### src/rtl/mixed_edge_pipe.sv
// rtl/mixed_edge_pipe.sv - WIDTH-bit register pipe alternating posedge/negedge stages with valid tracking
// Optional carried-parity check is enabled by defining PIPE_PARITY_EN.
module mixed_edge_pipe #(
  parameter int                 WIDTH    = 8,
  parameter int                 DEPTH    = 4,
  parameter logic [DEPTH-1:0]   INV_MASK = {DEPTH{1'b0}},
  parameter int                 CNT_W    = 8
) (
  input  logic             clk,
  input  logic             rb,
  input  logic             en,
  input  logic             vld_i,
  input  logic [WIDTH-1:0] a,
`ifdef PIPE_PARITY_EN
  input  logic             par_inj,
  output logic             par_err,
`endif
  output logic             vld_o,
  output logic [WIDTH-1:0] y,
  output logic [CNT_W-1:0] cnt_o
);

  localparam logic ODD = (WIDTH % 2 == 1);

  logic                        en_r;
  logic [DEPTH-1:0][WIDTH-1:0] d;
  logic [DEPTH-1:0]            v;

  always_ff @(posedge clk or negedge rb) begin
    if (!rb) en_r <= 1'b0;
    else     en_r <= en;
  end

  for (genvar k = 0; k < DEPTH; k++) begin : g_stage
    logic [WIDTH-1:0] din;
    logic             vin;
    logic [WIDTH-1:0] q;
    logic             qv;

    if (k == 0) begin : g_src
      assign din = a ^ {WIDTH{INV_MASK[k]}};
      assign vin = vld_i;
    end else begin : g_src
      assign din = d[k-1] ^ {WIDTH{INV_MASK[k]}};
      assign vin = v[k-1];
    end

    // Negedge stages use the posedge-registered enable so a token moves as a unit.
    if (k % 2 == 0) begin : g_edge
      always_ff @(posedge clk or negedge rb) begin
        if (!rb) begin
          q  <= '0;
          qv <= 1'b0;
        end else if (en) begin
          q  <= din;
          qv <= vin;
        end
      end
    end else begin : g_edge
      always_ff @(negedge clk or negedge rb) begin
        if (!rb) begin
          q  <= '0;
          qv <= 1'b0;
        end else if (en_r) begin
          q  <= din;
          qv <= vin;
        end
      end
    end

    assign d[k] = q;
    assign v[k] = qv;
  end

  assign y     = d[DEPTH-1];
  assign vld_o = v[DEPTH-1];

  always_ff @(negedge clk or negedge rb) begin
    if (!rb)                      cnt_o <= '0;
    else if (en_r && v[DEPTH-2])  cnt_o <= cnt_o + 1'b1;
  end

`ifdef PIPE_PARITY_EN
  logic [DEPTH-2:0] p;
  logic             p_last;
  logic [WIDTH-1:0] d_last;

  // The last stage keeps no parity bit; it is checked against the data as it is captured.
  for (genvar k = 0; k < DEPTH - 1; k++) begin : g_par
    logic pin;
    logic pq;

    if (k == 0) begin : g_src
      assign pin = (^(a ^ {WIDTH{INV_MASK[0]}})) ^ par_inj;
    end else begin : g_src
      assign pin = p[k-1] ^ (INV_MASK[k] & ODD);
    end

    if (k % 2 == 0) begin : g_edge
      always_ff @(posedge clk or negedge rb) begin
        if (!rb)     pq <= 1'b0;
        else if (en) pq <= pin;
      end
    end else begin : g_edge
      always_ff @(negedge clk or negedge rb) begin
        if (!rb)       pq <= 1'b0;
        else if (en_r) pq <= pin;
      end
    end

    assign p[k] = pq;
  end

  assign p_last = p[DEPTH-2] ^ (INV_MASK[DEPTH-1] & ODD);
  assign d_last = d[DEPTH-2] ^ {WIDTH{INV_MASK[DEPTH-1]}};

  always_ff @(negedge clk or negedge rb) begin
    if (!rb)
      par_err <= 1'b0;
    else if (en_r && v[DEPTH-2] && (p_last != ^d_last))
      par_err <= 1'b1;
  end
`endif

endmodule
### config.mk
export PLATFORM = sky130hd
export DESIGN_NAME = mixed_edge_pipe
export DESIGN_NICKNAME = d
export VERILOG_FILES = /design/src/rtl/mixed_edge_pipe.sv
export SDC_FILE = /design/constraint.sdc
export NUM_CORES = 1
export LEC_CHECK = 0
export ABC_AREA = 1
export CORE_AREA = 2 2 52 73
export DETAILED_ROUTE_END_ITERATION = 6
export DIE_AREA = 0 0 54 75
export PLACE_DENSITY = 0.83
export SKIP_LAST_GASP = 1
export SLEW_MARGIN = 25
export SYNTH_ARGS = -nofsm -noshare
export SYNTH_HDL_FRONTEND = slang
export SYNTH_SLANG_ARGS = --single-unit
### constraint.sdc
create_clock -name clk -period 2.1 [get_ports clk]
set_input_delay 0.42 -clock clk [delete_from_list [all_inputs] [get_ports clk]]
set_output_delay 0.42 -clock clk [all_outputs]
set_load 0.05 [all_outputs]
==> impl_metrics.toml <==
[timing]
fin_skew_ns = 0.00640
slew_headroom_pct = 80.6
setup_violations = 21
setup_slack_ns = -0.326
worst_slew_pin_slew_ns = 0.291
hold_violations = 0
rsz0062_at_grt = "yes"
drv_slew = 0

[pwr]
power_frac_clock_pct = 18.7
combPwrFrac_pct = 40.7
ir_drop_v = 0.000866
switching_share_pct = 34.5
total_power_w = 0.00276
powerDensity_nw_per_um2 = 1070
internal_power_w = 0.00181
leakage_nw = 1.28
pwr-share-seq_pct = 40.7
p_switching_w = 0.000953

[setup_path]
r2r_slack_ns = -0.02
crit_buf_inv = 1
crit_path_max_incr_delay_ns = 0.49
arrival_ns = 2.01
cp.required_ns = 1.68
crit_fanout = 2
crit_chain = "buf_12"
crit_path_start_kind = "flop"
cp_top_family = "flip-flops"
end_kind = "output port"
cp_slowest_cell = "dfrtn_1"
critical_path_class = "flop to output port"

[routing]
dr.first_iter.drc_count = 34
dr.pass1.iters = 4
wirelength_um = 3470
num_vias = 1327
wl_per_cell_um = 12.7
route.detailed.drc = 0
dr.max_layer_used = "met4"
postRouteAntennaNets = 0
routed-wl-met2_um = 1870
vias_per_cell = 4.84
wl_met1_um = 1420
met3_length_um = 110

[logic_synthesis]
synth_enable_flop_cells = 0
synthCells = 178
synth_top_family_by_area = "simple AND/OR/NAND/NOR gates"
syn-num-nets = 191
ys_seq_elements = 45
yosys_warnings = 0
ys.flop_type = "dfrtn_1"
synth_xor_area_share_pct = 2.36
avgSynthCellArea_um2 = 10.1
ys_seq_area_share_pct = 62.5
ys_async_sr_fraction_pct = 100
synth-simple-area-share_pct = 15.3
synth_compound_area_share_pct = 9.72
muxShareOfSynthArea_pct = 1.46
synth_fa_ha_area_share_pct = 0.694
synth_area_um2 = 1800
post_synth_num_cell_types = 26

[outcome]
violations = "negative setup slack"
outcome = "finished with violations"

[final_layout]
areaGrowthSynthToFinish_pct = 43.6
final_cell_mix = "nand2_1 (30), inv_1 (26), dfrtn_1 (26), buf_4 (26)"
final_area_um2 = 2590
diodes = 0
fin_nets = 246
drive_gt1_share_pct = 28.2
final_common_cell = "nand2_1"
fillers = 208

[clock_network]
h-tree-depth = 2
clk_path_buf_depth = 2
clockRootBuffer = "clkbuf_8"
cts_tree = "built"
cts_sinks = 45
cts_inserted_buffers = 5
clk_latency_ns = 0.30
ctsHoldBuffers = 0
cts.clk_slew.worst_paths_ns = 0.08

[global_routing]
grt_pass1_vias = 1229
grt_max_degree = 46
grtUsageTotal_pct = 19.1
antenna_found_initial = 0
grt_pass1_wl_um = 5460
gr-total-overflow = 0

[floorplan]
die_h_um = 75
die_area_um2 = 4050
start_util_pct = 53.4
ioPinCount = 29
rows = 25
core_um2 = 3380
fp.dieW_um = 54

[place]
place_congestion = 0.723
place_area_um2 = 2370
dp.final_hpwl_um = 2240
port_buffers = 28

[job]
cap_viol_max_count = 0

[hold_path]
hold_path_class = "primary input to async pin"
[cells in the mapped netlist (2+ instances only)]
| master | count | area [µm²] |
|---|---|---|
| o21ai_0 | 18 | 90.1 |
| xor2_1 | 2 | 17.5 |
| nor2_1 | 18 | 67.6 |
| inv_1 | 26 | 97.6 |
| dfrtp_1 | 19 | 475 |
| a21oi_1 | 17 | 85.1 |
| dfrtn_1 | 26 | 651 |
| nand2_1 | 30 | 113 |
| buf_2 | 5 | 25.0 |
[repair_timing]
item                                    4_1_cts  5_1_grt
endpoints found under the setup margin       24       25
buffers inserted                              8        7
gates cloned                                  0        0
resized for setup                             3        4
hold endpoints to repair                      0        0
pin swaps                                     4        3
[sequential cells by signal, summed over array words and instances (netlist names)]
name,count
cnt_o,8
en_r,1
g_stage.q,24
g_stage.qv,3
vld_o,1
y,8
[layout make-up]
class	instances	area, µm²	area share, %
Inverter	26	97.6	3.77
Sequential cell	45	1130	43.5
Multi-Input combinational cell	99	558	21.6
Clock buffer	7	76.3	2.95
Clock inverter	1	7.51	0.290
Timing Repair Buffer	56	672	26.0
Tap cell	40	50.0	1.93
[power groups by stage]
stage | Sequential (W) | Combinational, W | Clock, W
after global routing | 0.00114 | 0.00120 | 0.000556
after floorplan | 0.00138 | 0.000235 | 0
after CTS | 0.00112 | 0.00107 | 0.000526
final | 0.00112 | 0.00112 | 0.000515
after global placement | 0.00113 | 0.000991 | 0
after detailed placement | 0.00114 | 0.00101 | 0
[logic make-up after synthesis]
logic type	Yosys count
xor+xnor	4
buf+inv	34
fa+ha+maj	1
mux	2
flops	45
simple gates	57
compound gates	35
[metal layers]
layer,vias up,global-route usage (%)
met5,-,0
met4,0,10.0
met3,6,4.96
met2,28,31.0
met1,634,23.2
li1,659,-
[final timing paths]
| check | endpoint | cells after the start | start |
|---|---|---|---|
| setup / recovery | y[2] | 1 | y[2] |
| hold / removal | g_stage[0].qv | 2 | rb |
| setup reg to reg | cnt_o[1] | 3 | en_r |
| hold reg to reg | g_stage[1].q[4] | 2 | g_stage[1].q[4] |
| max in group asynchronous | g_stage[1].q[6] | 2 | rb |
| min in group clk | g_stage[1].q[4] | 2 | g_stage[1].q[4] |
[per-stage QoR]
stage,cells,hold slack (ns),worst slack [ns],util (%),TNS [ns]
after global routing,274,0.0972,-0.343,76.6,-5.42
after CTS,267,0.0865,-0.322,74.7,-4.92
final,274,0.0842,-0.326,76.6,-4.80
after global placement,251,0.410,-0.00204,70.1,-0.00204
after detailed placement,251,0.413,-0.0639,70.1,-0.149
after floorplan,178,0.124,-0.120,-,-0.954
Power figures use the tool's default switching activity.
